<file path="config.mk">
export PLATFORM = sky130hd
export DESIGN_NAME = project1_lcd_ctrl
export DESIGN_NICKNAME = d
export VERILOG_FILES = /design/src/rtl/project1_lcd_ctrl.sv
export SDC_FILE = /design/constraint.sdc
export NUM_CORES = 1
export LEC_CHECK = 0
export ABC_AREA = 1
export CAP_MARGIN = 30
export CORE_MARGIN = 4
export CORE_UTILIZATION = 55
export DETAILED_ROUTE_END_ITERATION = 8
export HOLD_SLACK_MARGIN = 0.12
export PLACE_DENSITY = 0.76
export SLEW_MARGIN = 0
export SYNTH_ARGS = -nofsm -noshare
export SYNTH_HDL_FRONTEND = slang
export SYNTH_SLANG_ARGS = --single-unit
</file>
<file path="constraint.sdc">
create_clock -name clk -period 4.95 [get_ports clk]
set_input_delay 0.99 -clock clk [delete_from_list [all_inputs] [get_ports clk]]
set_output_delay 0.99 -clock clk [all_outputs]
set_load 0.02 [all_outputs]
</file>
<file path="src/rtl/project1_lcd_ctrl.sv">
// Avalon-MM character-LCD controller: queues command/character bytes in a FIFO and
// replays them onto an HD44780-style 8-bit bus with programmable bus timing.
module project1_lcd_ctrl #(
    parameter int unsigned DEPTH        = 16,
    parameter int unsigned SETUP_CYC    = 4,
    parameter int unsigned PULSE_CYC    = 12,
    parameter int unsigned HOLD_CYC     = 4,
    parameter int unsigned WAIT_W       = 20,
    parameter int unsigned WAIT_DEFAULT = 2000
) (
    input  logic        clk,
    input  logic        reset_n,
    input  logic [1:0]  address,
    input  logic        chipselect,
    input  logic        write_n,
    input  logic [31:0] writedata,
    output logic [31:0] readdata,
    output logic [7:0]  lcd_data,
    output logic        lcd_rs,
    output logic        lcd_rw,
    output logic        lcd_en
);

    localparam int unsigned AW = $clog2(DEPTH);
    localparam int unsigned LW = AW + 1;
    localparam int unsigned CW = (WAIT_W > 16) ? WAIT_W : 16;

    // A timing parameter of 0 behaves as 1, i.e. a reload value of 0.
    localparam logic [CW-1:0] SETUP_LD = (SETUP_CYC == 0) ? '0 : CW'(SETUP_CYC - 1);
    localparam logic [CW-1:0] PULSE_LD = (PULSE_CYC == 0) ? '0 : CW'(PULSE_CYC - 1);
    localparam logic [CW-1:0] HOLD_LD  = (HOLD_CYC == 0)  ? '0 : CW'(HOLD_CYC - 1);

    typedef enum logic [2:0] {StIdle, StSetup, StPulse, StHold, StWait} state_e;

    state_e            state_q, state_d;
    logic [CW-1:0]     cnt_q, cnt_d;
    logic [8:0]        mem [DEPTH];
    logic [AW-1:0]     wr_ptr_q, rd_ptr_q;
    logic [LW-1:0]     level_q;
    logic              enable_q, ovf_q;
    logic [WAIT_W-1:0] wait_q;

    logic wr_en, push_req, flush, empty, full, pop, push_ok, ovf_set, busy;
    logic [8:0] head;

    assign wr_en    = chipselect & ~write_n;
    assign push_req = wr_en & (address == 2'd0);
    assign flush    = wr_en & (address == 2'd1) & writedata[1];
    assign empty    = (level_q == '0);
    assign full     = (level_q == LW'(DEPTH));
    assign pop      = (state_q == StIdle) & enable_q & ~empty;
    // A pop in the same cycle frees a slot, so a push into a full FIFO is accepted.
    assign push_ok  = push_req & ~flush & (~full | pop);
    assign ovf_set  = push_req & ~flush & full & ~pop;
    assign busy     = (state_q != StIdle);
    assign head     = mem[rd_ptr_q];

    logic unused_wdata;
    assign unused_wdata = ^writedata;

    always_ff @(posedge clk) begin
        if (push_ok) mem[wr_ptr_q] <= writedata[8:0];
    end

    always_ff @(posedge clk or negedge reset_n) begin
        if (!reset_n) begin
            wr_ptr_q <= '0;
            rd_ptr_q <= '0;
            level_q  <= '0;
        end else if (flush) begin
            rd_ptr_q <= wr_ptr_q;
            level_q  <= '0;
        end else begin
            if (push_ok) wr_ptr_q <= wr_ptr_q + 1'b1;
            if (pop)     rd_ptr_q <= rd_ptr_q + 1'b1;
            case ({push_ok, pop})
                2'b10:   level_q <= level_q + 1'b1;
                2'b01:   level_q <= level_q - 1'b1;
                default: level_q <= level_q;
            endcase
        end
    end

    always_ff @(posedge clk or negedge reset_n) begin
        if (!reset_n) begin
            enable_q <= 1'b0;
            wait_q   <= WAIT_W'(WAIT_DEFAULT);
            ovf_q    <= 1'b0;
        end else begin
            if (wr_en && address == 2'd1) enable_q <= writedata[0];
            if (wr_en && address == 2'd2) wait_q   <= writedata[WAIT_W-1:0];
            if (ovf_set)                                         ovf_q <= 1'b1;
            else if (wr_en && address == 2'd3 && writedata[0])   ovf_q <= 1'b0;
        end
    end

    always_comb begin
        state_d = state_q;
        cnt_d   = cnt_q;
        case (state_q)
            StIdle: begin
                if (pop) begin
                    state_d = StSetup;
                    cnt_d   = SETUP_LD;
                end
            end
            StSetup: begin
                if (cnt_q == '0) begin
                    state_d = StPulse;
                    cnt_d   = PULSE_LD;
                end else begin
                    cnt_d = cnt_q - 1'b1;
                end
            end
            StPulse: begin
                if (cnt_q == '0) begin
                    state_d = StHold;
                    cnt_d   = HOLD_LD;
                end else begin
                    cnt_d = cnt_q - 1'b1;
                end
            end
            StHold: begin
                if (cnt_q == '0) begin
                    // The wait length is captured here; later rewrites don't disturb it.
                    if (wait_q == '0) begin
                        state_d = StIdle;
                    end else begin
                        state_d = StWait;
                        cnt_d   = CW'(wait_q) - 1'b1;
                    end
                end else begin
                    cnt_d = cnt_q - 1'b1;
                end
            end
            StWait: begin
                if (cnt_q == '0) state_d = StIdle;
                else             cnt_d   = cnt_q - 1'b1;
            end
            default: state_d = StIdle;
        endcase
    end

    always_ff @(posedge clk or negedge reset_n) begin
        if (!reset_n) begin
            state_q  <= StIdle;
            cnt_q    <= '0;
            lcd_rs   <= 1'b0;
            lcd_data <= '0;
        end else begin
            state_q <= state_d;
            cnt_q   <= cnt_d;
            if (pop) begin
                lcd_rs   <= head[8];
                lcd_data <= head[7:0];
            end
        end
    end

    assign lcd_en = (state_q == StPulse);
    assign lcd_rw = 1'b0;

    always_comb begin
        readdata = '0;
        case (address)
            2'd0: begin
                readdata[0]    = empty;
                readdata[1]    = full;
                readdata[2]    = busy;
                readdata[3]    = ovf_q;
                readdata[15:8] = 8'(level_q);
            end
            2'd1:    readdata[0] = enable_q;
            2'd2:    readdata    = 32'(wait_q);
            default: readdata[0] = ovf_q;
        endcase
    end

endmodule

</file>
### Word-level counts from Yosys, hierarchy flattened

Memories as Yosys holds them, arrays and structs flattened. A register that Yosys moved wholly into a read port is not among the register bits.
Index checks and enable logic that the tools add are counted.

| operators by class | value |
|---|---|
| add/sub/neg operators | 6 |
| equal/unequal tests | 17 |
| mux-type cells | 27 |
| bitwise logic cells | 16 |
| reduce and logical (&&, ||, !) cells | 18 |

Operators by type and width:

| kind | number |
|---|---|
| 20-bit two-way mux | 6 |
| 20-bit case mux with 5 select lines | 1 |
| 20-bit logical NOT | 2 |
| 20-bit by 1-bit subtractor with 20-bit output (second input constant) | 2 |
| 3-bit two-way mux | 6 |
| 4-bit two-way mux | 4 |
| 8-bit case mux with 2 select lines | 1 |
| 3-bit case mux with 5 select lines | 1 |
| 1-bit AND | 10 |
| 2-bit != test (second input constant) | 5 |
| 5-bit case mux with 2 select lines | 1 |
| 4-bit by 1-bit adder with 4-bit output (second input constant) | 2 |
| 2-bit == test (second input constant) | 3 |
| 3-bit by 2-bit == test with 1-bit output (second input constant) | 2 |
| 3-bit case mux with 2 select lines | 1 |
| 3-bit nonzero test | 2 |
| 5-bit by 1-bit adder with 5-bit output (second input constant) | 1 |
| 5-bit == test (second input constant) | 1 |
| 5-bit logical NOT | 1 |
| 5-bit two-way mux | 1 |
| 1-bit NOT | 5 |
| 5-bit AND reduction | 1 |
| 5-bit nonzero test | 1 |
| 5-bit by 1-bit subtractor with 5-bit output (second input constant) | 1 |
| other kinds (15) | 23 |

| storage, ports and cells | value |
|---|---|
| bits in registers | 58 |
| memory bits (writable) | 144 |
| bits of input ports | 38 |
| output and inout bits | 43 |
| logic and storage cells | 93 |
| memories kept | 1 |

Memories:

| memory | words | width | read ports | clocked after memory_dff | write ports | RTL line | RTL |
|---|---|---|---|---|---|---|---|
| mem | 16 | 9 | 1 | 1 | 1 | 37 | `logic [8:0] mem [DEPTH];` |

### Logic depth before layout (Yosys ltp)

Gate-level depths: netlist (run 1).

| logic depth | value |
|---|---|
| depth after elaboration | 10 |
| gate-level depth with buffers | 15 |
| depth with buffers taken out | 15 |

### Worst setup path after synthesis (run 1)

No wires, ideal clock.

| timing | value |
|---|---|
| path kind | input port to output port |
| start point | in address[1] |
| end point | out readdata[13] |
| arrival time | 1.875 ns |
| required time | 3.960 ns |
| slack | 2.085 ns |
| stages on the path | 5 |
| buffers on the path | 1 |
| cell sequence | inv_1 > nor2_1 > clkinv_1 > clkbuf_1 > nor2_1 |

| between the ends | value |
|---|---|
| longest elaborated chain between the ends | 2 |
| elaborated cells between the ends (all ways) | 3 |
| classes of those cells | 1 x eq/ne; 1 x mux; 1 x reduce/logical |

Ends and longest elaborated chain:

| element | RTL line | RTL |
|---|---|---|
| start, declared | 13 | `input logic [1:0] address,` |
| 2-bit == test / 2-bit logical NOT (equally long branches) | 165 | `case (address)` |
| 8-bit case mux with 2 select lines * | 165 |  |
| end, declared | 17 | `output logic [31:0] readdata,` |

Every way passes the cells marked *; elsewhere a longest branch is shown, timed or not.

### Final worst setup path (run 1)

| timing | value |
|---|---|
| start point | in address[1] |
| end point | out readdata[1] |

| between the ends | value |
|---|---|
| longest elaborated chain between the ends | 2 |
| elaborated cells between the ends (all ways) | 3 |
| classes of those cells | 1 x eq/ne; 1 x mux; 1 x reduce/logical |

Ends and longest elaborated chain:

| element | RTL line |
|---|---|
| 2-bit == test / 2-bit logical NOT (equally long branches) | 165 |
| 3-bit case mux with 2 select lines * | 165 |

Marks and branches as above.

==> impl_metrics.csv, run 1 <==
group,metric,value,unit
worst_setup_path,rr_endpoint,"mem[1][1]$_DFFE_PP_",
sta,timing.final.crit_share,0.825,
final_layout,final_cell_mix,"nor2_1 (213), nand2_1 (156), edfxtp_1 (144)",
global_route,top_usage_layer,"met2",
place,dpl.hpwl,16.7,mm
synthesis,synth_cell_types,44,
sta,hold_viol_final,0,
global_route,grt_max_degree,76,
pwr,p_switching,2.62,mW
drt,vias,7699,
pwr,p_per_area,564,nW/um^2
global_route,antenna_found_initial,0,
worst_setup_path,crit_path_end_kind,"output pin",
worst_setup_path,worstReg2RegStart,"state_q[0]$_DFFE_PN0P_",
drt,drt_drc_violations_left,0,
sta,grt_setup_unrepaired,"no",
sta,final-max-slew-violation-count,0,
worst_hold_path,hold_class,"in -> async",
drt,routed_wl,24.8,mm
global_route,grt_pass1_wl,40.2,mm
drt,ant_nets,0,
synthesis,synth_top_area_cell,"edfxtp_1",
sta,setup-violations-final,0,
final_layout,syn_to_final_growth,14.7,%
final_layout,diodes,0,
place,place_congestion,0.948,
floorplanning,start_util,0.564,
final_layout,multiInputGateArea,3640,um^2
clock_tree,clock_latency,0.51,ns
sta,fin_skew,0.00803,ns
synthesis,syn_area_per_cell,9.67,um^2
floorplanning,ioPinCount,81,
place,dpl-instance-area,10900,um^2
pwr,seqPwrFrac,0.357,
worst_setup_path,endpoint,"readdata[1]",
worst_setup_path,startpoint_type,"input pin",
clock_tree,htreeDepth,1,
drt,drt-pass1-iter-count,5,
clock_tree,cts_num_sinks,211,
clock_tree,hold_buffers,0,
synthesis,synth_area_leaders,"edfxtp_1 (42%), dfrtp_1 (15%), nor2_1 (7.8%)",
pwr,comb_power_share,0.379,
worst_setup_path,worst-r2r-setup-slack,2.33,ns
pwr,vdd_drop_max,418,uV
pwr,p_clk_frac,0.264,
flow_run,cap_violations,0,
final_layout,drive_above_1_share,0.0801,
floorplanning,chipHeight,144,um
synthesis,postSynthCellCount,1055,
final_layout,layout_commonest_cell,"nor2_1",
status,status,"completed",
floorplanning,core,18100,um^2
clock_tree,clockRootBuffer,"clkbuf_16",
final_layout,final-seq-area,6010,um^2
global_route,met2_usage,0.409,
worst_setup_path,path_class,"in -> out",
synthesis,synth-seq-area-share,0.589,
worst_setup_path,critPathMaxFanout,19,
global_route,grt_usage,0.246,
sta,min_period,4.09,ns
synthesis,yosysTopAreaCellShare,0.424,
worst_setup_path,ff2ff_path_depth,7,
global_route,grtUsageMet1,0.345,
final_layout,nets,1154,
place,io_buffer_count,55,
clock_tree,cts_tree,"built",
sta,finalSetupTns,0,ns
synthesis,yosys_register_bits,211,
worst_setup_path,cp-startpoint,"address[1]",
worst_setup_path,cp.arrival,3.10,ns
clock_tree,clock_path_buffers,3,
drt,via_per_inst,5.69,
global_route,grt_pass1_vias,7590,
drt,initialDrtViolationCount,772,
pwr,p_int,3.98,mW
final_layout,stdcell_area,11700,um^2
sta,tightest_slew,1.03,ns
synthesis,post_synth_instance_area,10200,um^2
floorplanning,dieWidth,144,um
floorplanning,fp-row-count,49,
sta,maxSlewHeadroom,0.313,
worst_setup_path,crit_required,3.96,ns
pwr,cellLeakagePower,4.62,nW
global_route,use_met3,0.0321,
clock_tree,clk_pin_slew,0.06,ns
clock_tree,cts_setup_buffers,0,
floorplanning,die-area,20800,um^2
clock_tree,cts-buffers-inserted,23,
final_layout,fill_cells,1386,
global_route,grt_overflow,0,
clock_tree,ctsResizeCount,0,
synthesis,yosys_warnings,0,
sta,fmax,245,MHz
pwr,swShare,0.396,
drt,wl_per_cell,18.4,um
==> logic make-up (layout without fill, tap and decap cells) <==
kind of cell | count (synthesis) | count (layout) | synth area share
AO/OA/AOI/OAI | 216 | 216 | 0.125
XOR/XNOR | 33 | 33 | 0.0283
adder cells (fa/ha/maj) | 9 | 9 | 0.0110
buffers and inverters | 139 | 196 | 0.0586
flip-flops | 211 | 211 | 0.589
other | 1 | 13 | 0.000368
AND/OR/NAND/NOR | 446 | 446 | 0.188
==> through the flow <==
stage | std cells | hold slack (ns) | total power, mW | util | setup WS, ns
after floorplan | 1067 | 0.449 | 4.17 | - | 2.08
after global placement | 1309 | 0.462 | 4.80 | 0.601 | 0.955
after detailed placement | 1311 | 0.477 | 4.85 | 0.604 | 0.973
after CTS | 1353 | 0.310 | 6.61 | 0.647 | 0.948
after global routing | 1353 | 0.318 | 7.04 | 0.647 | 0.828
final | 1353 | 0.324 | 6.60 | 0.647 | 0.865
==> worst min-delay path by stage <==
stage          slack, ns                      end  cells after the start                    from
3_5_place_dp        0.48   level_q[4]$_DFFE_PN0P_                      2  level_q[4]$_DFFE_PN0P_
2_1_floorplan       0.45   level_q[4]$_DFFE_PN0P_                      2  level_q[4]$_DFFE_PN0P_
4_1_cts             0.31  lcd_data[6]$_DFFE_PN0N_                      1                 reset_n
6_report            0.32  lcd_data[6]$_DFFE_PN0N_                      1                 reset_n
5_1_grt             0.32  lcd_data[6]$_DFFE_PN0N_                      1                 reset_n
3_3_place_gp        0.46   level_q[4]$_DFFE_PN0P_                      2  level_q[4]$_DFFE_PN0P_
==> synth_stat cells, drive strengths merged <==
master and number:
nor2 227, nand2 161, edfxtp 144, o21ai 108
inv 88, dfrtp 61, nand3 33, a21oi 29
o211ai 29, xor2 28, clkbuf 27, o22ai 26
buf 22, nand4 13, a31oi 10, o221ai 10
ha 9, dfstp 6, nor3 5, xnor2 5
a22oi 3, nand3b 3, clkinv 2, nor4 2
and2 1, and3 1, conb 1, o21a 1
==> power groups by stage <==
stage          registers [mW]  logic, mW  clock network [mW]
6_report                 2.36       2.50                1.74
5_1_grt                  2.38       2.81                1.85
4_1_cts                  2.35       2.49                1.76
3_5_place_dp             2.38       2.47                   0
3_3_place_gp             2.38       2.42                   0
2_1_floorplan            2.33       1.84                   0
==> cell type report <==
class,count,area share
well taps,229,0.0245
inverters,90,0.0291
flip-flops and latches,211,0.514
multi-input cells,717,0.311
clock buffers,28,0.0525
repair buffers,64,0.0552
clock inverters,14,0.0143
==> flip-flops by register name (all words and copies together) (netlist names) <==
register,count
cnt_q,20
enable_q,1
lcd_data,8
lcd_rs,1
level_q,5
mem,144
ovf_q,1
rd_ptr_q,4
state_q,3
wait_q,20
wr_ptr_q,4
==> metal layers <==
layer | vias up | share of wire
met2 | 320 | 0.48
met3 | 48 | 0.073
met1 | 3645 | 0.42
li1 | 3686 | -
met4 | 0 | 0.027
met5 | - | 0
==> critical path: stages <==
cell	delay (ns)
clkdlybuf4s50_1	0.56
inv_1	0.10
nor2_1	0.14
clkinv_1	0.08
buf_4	0.20
o21ai_0	0.34
clkdlybuf4s50_1	0.68
(Power assumes the default switching activity.)
==> run 2, diff against run 1 <==
--- a/config.mk
+++ b/config.mk
@@ -8,10 +8,10 @@
 export ABC_AREA = 1
 export CAP_MARGIN = 30
 export CORE_MARGIN = 4
-export CORE_UTILIZATION = 55
+export CORE_UTILIZATION = 53
 export DETAILED_ROUTE_END_ITERATION = 8
 export HOLD_SLACK_MARGIN = 0.12
-export PLACE_DENSITY = 0.76
+export PLACE_DENSITY = 0.77
 export SLEW_MARGIN = 0
 export SYNTH_ARGS = -nofsm -noshare
 export SYNTH_HDL_FRONTEND = slang
==> constraint.sdc (replaced) <==
create_clock -name clk -period 3.55 [get_ports clk]
set_input_delay 0.71 -clock clk [delete_from_list [all_inputs] [get_ports clk]]
set_output_delay 0.71 -clock clk [all_outputs]
set_load 0.02 [all_outputs]
==> impl_metrics.csv, run 2 (synthesis gave the netlist of run 1 again) <==
group,metric,value,unit
sta,timing.final.crit_share,0.943,
final_layout,fill_cells,1494,
drt,routed_wl,25.0,mm
drt,drt-pass1-iter-count,5,
floorplanning,die-area,21500,um^2
global_route,grt_pass1_wl,39.6,mm
status,status,"completed",
final_layout,largest_reg_flops,144,
final_layout,drive_above_1_share,0.0861,
final_layout,finalNonFillerCells,1398,
clock_tree,clockRootBuffer,"clkbuf_16",
global_route,grt_max_degree,76,
clock_tree,hold_buffers,0,
sta,grt_setup_unrepaired,"no",
clock_tree,cts-buffers-inserted,22,
drt,ant_nets,0,
drt,via_per_inst,5.64,
drt,initialDrtViolationCount,860,
final_layout,diodes,0,
pwr,cellLeakagePower,4.67,nW
drt,wl_per_cell,17.9,um
place,dpl-instance-area,11000,um^2
place,pre_cts_slack,0.245,ns
worst_setup_path,worst-r2r-setup-slack,1.14,ns
worst_setup_path,endpoint,"readdata[18]",
floorplanning,chipHeight,147,um
clock_tree,cts_num_sinks,211,
worst_setup_path,critPathMaxFanout,11,
sta,min_period,3.35,ns
worst_setup_path,startpoint_type,"input pin",
clock_tree,cts_setup_buffers,0,
place,dp.cells,1358,
final_layout,utilization,0.625,
worst_hold_path,hold_class,"in -> async",
sta,whs,0.332,ns
sta,tightest_slew,0.916,ns
sta,maxSlewHeadroom,0.389,
pwr,p_per_area,776,nW/um^2
clock_tree,clock_path_buffers,3,
place,dpl.hpwl,16.5,mm
global_route,grt_usage,0.230,
final_layout,final_cell_mix,"nor2_1 (213), nand2_1 (156), edfxtp_1 (144)",
floorplanning,fp-row-count,50,
clock_tree,clk_pin_slew,0.06,ns
sta,setup-violations-final,0,
sta,fin_skew,0.0300,ns
floorplanning,start_util,0.542,
final_layout,stdcell_area,11800,um^2
floorplanning,core,18800,um^2
worst_setup_path,worstReg2RegStart,"wait_q[0]$_DFFE_PN0P_",
global_route,grt_pass1_vias,7412,
floorplanning,dieWidth,147,um
global_route,antenna_found_initial,0,
clock_tree,cts_tree,"built",
sta,hold_viol_final,0,
floorplanning,ioPinCount,81,
final_layout,regMostFlops,"mem",
global_route,grt_overflow,0,
clock_tree,ctsResizeCount,0,
clock_tree,clock_latency,0.52,ns
worst_setup_path,ff2ff_path_depth,11,
worst_setup_path,crit_path_end_kind,"output pin",
worst_setup_path,path_class,"in -> out",
worst_setup_path,cp.arrival,2.64,ns
sta,fin_ws,0.202,ns
worst_setup_path,cp-startpoint,"address[1]",
place,place_congestion,0.902,
worst_setup_path,crit_required,2.84,ns
final_layout,syn_to_final_growth,15.4,%
drt,vias,7891,
pwr,totalPowerFinal,9.14,mW
clock_tree,htreeDepth,1,
pwr,vdd_drop_max,385,uV
sta,fmax,299,MHz
final_layout,layout_commonest_cell,"nor2_1",
place,io_buffer_count,55,
sta,final-max-slew-violation-count,0,
drt,drt_drc_violations_left,0,
worst_setup_path,rr_endpoint,"cnt_q[0]$_DFFE_PN0P_",
final_layout,nets,1169,
sta,finalSetupTns,0,ns
final_layout,top_regs,"mem (144), cnt_q (20), wait_q (20)",
flow_run,cap_violations,0,
## run 2: cell types whose count changed in the layout (fill, tap and decap cells not counted), sizes merged
cell / before / now
buf: 10 / 26
clkbuf: 28 / 27
clkinv: 9 / 12
clkinvlp: 3 / 0
inv: 89 / 88
## run 2: layout make-up
class | count | area [um^2] | area share
clock inverters | 13 | 145 | 0.0123
well taps | 260 | 325 | 0.0276
multi-input cells | 717 | 3640 | 0.309
flip-flops and latches | 211 | 6010 | 0.510
clock buffers | 27 | 579 | 0.0492
inverters | 90 | 340 | 0.0289
repair buffers | 80 | 736 | 0.0625
## run 2: critical path, stage by stage
cell             delay (ns)
clkdlybuf4s50_1        0.50
inv_1                  0.09
nor2_1                 0.14
clkinv_1               0.22
buf_4                  0.25
nor2_1                 0.11
clkdlybuf4s50_1        0.62
## run 2: worst min path at each step
stage | end | depth (start not counted)
floorplan | cnt_q[0]$_DFFE_PN0P_ | 0
global placement | enable_q$_DFFE_PN0N_ | 2
detailed placement | enable_q$_DFFE_PN0N_ | 2
CTS | wr_ptr_q[1]$_DFFE_PN0P_ | 1
global route | level_q[3]$_DFFE_PN0P_ | 1
finish | level_q[3]$_DFFE_PN0P_ | 1
## run 2: per-layer routing
| layer | part of all wire | track usage |
|---|---|---|
| met1 | 0.43 | 0.332 |
| met2 | 0.46 | 0.365 |
| met5 | 0 | 0 |
| met3 | 0.075 | 0.0318 |
| met4 | 0.026 | 0.0734 |
## run 2: report_power, final
part           internal, mW  switching, mW
clock network          1.38          0.932
logic                  1.16           2.44
registers              2.94          0.289
==> run 3, diff against run 2 <==
--- a/config.mk
+++ b/config.mk
@@ -6,7 +6,6 @@
 export NUM_CORES = 1
 export LEC_CHECK = 0
 export ABC_AREA = 1
-export CAP_MARGIN = 30
 export CORE_MARGIN = 4
 export CORE_UTILIZATION = 53
 export DETAILED_ROUTE_END_ITERATION = 8
==> results of run 3 <==
No change in the layout: final DEF, timing and power equal those of run 2.
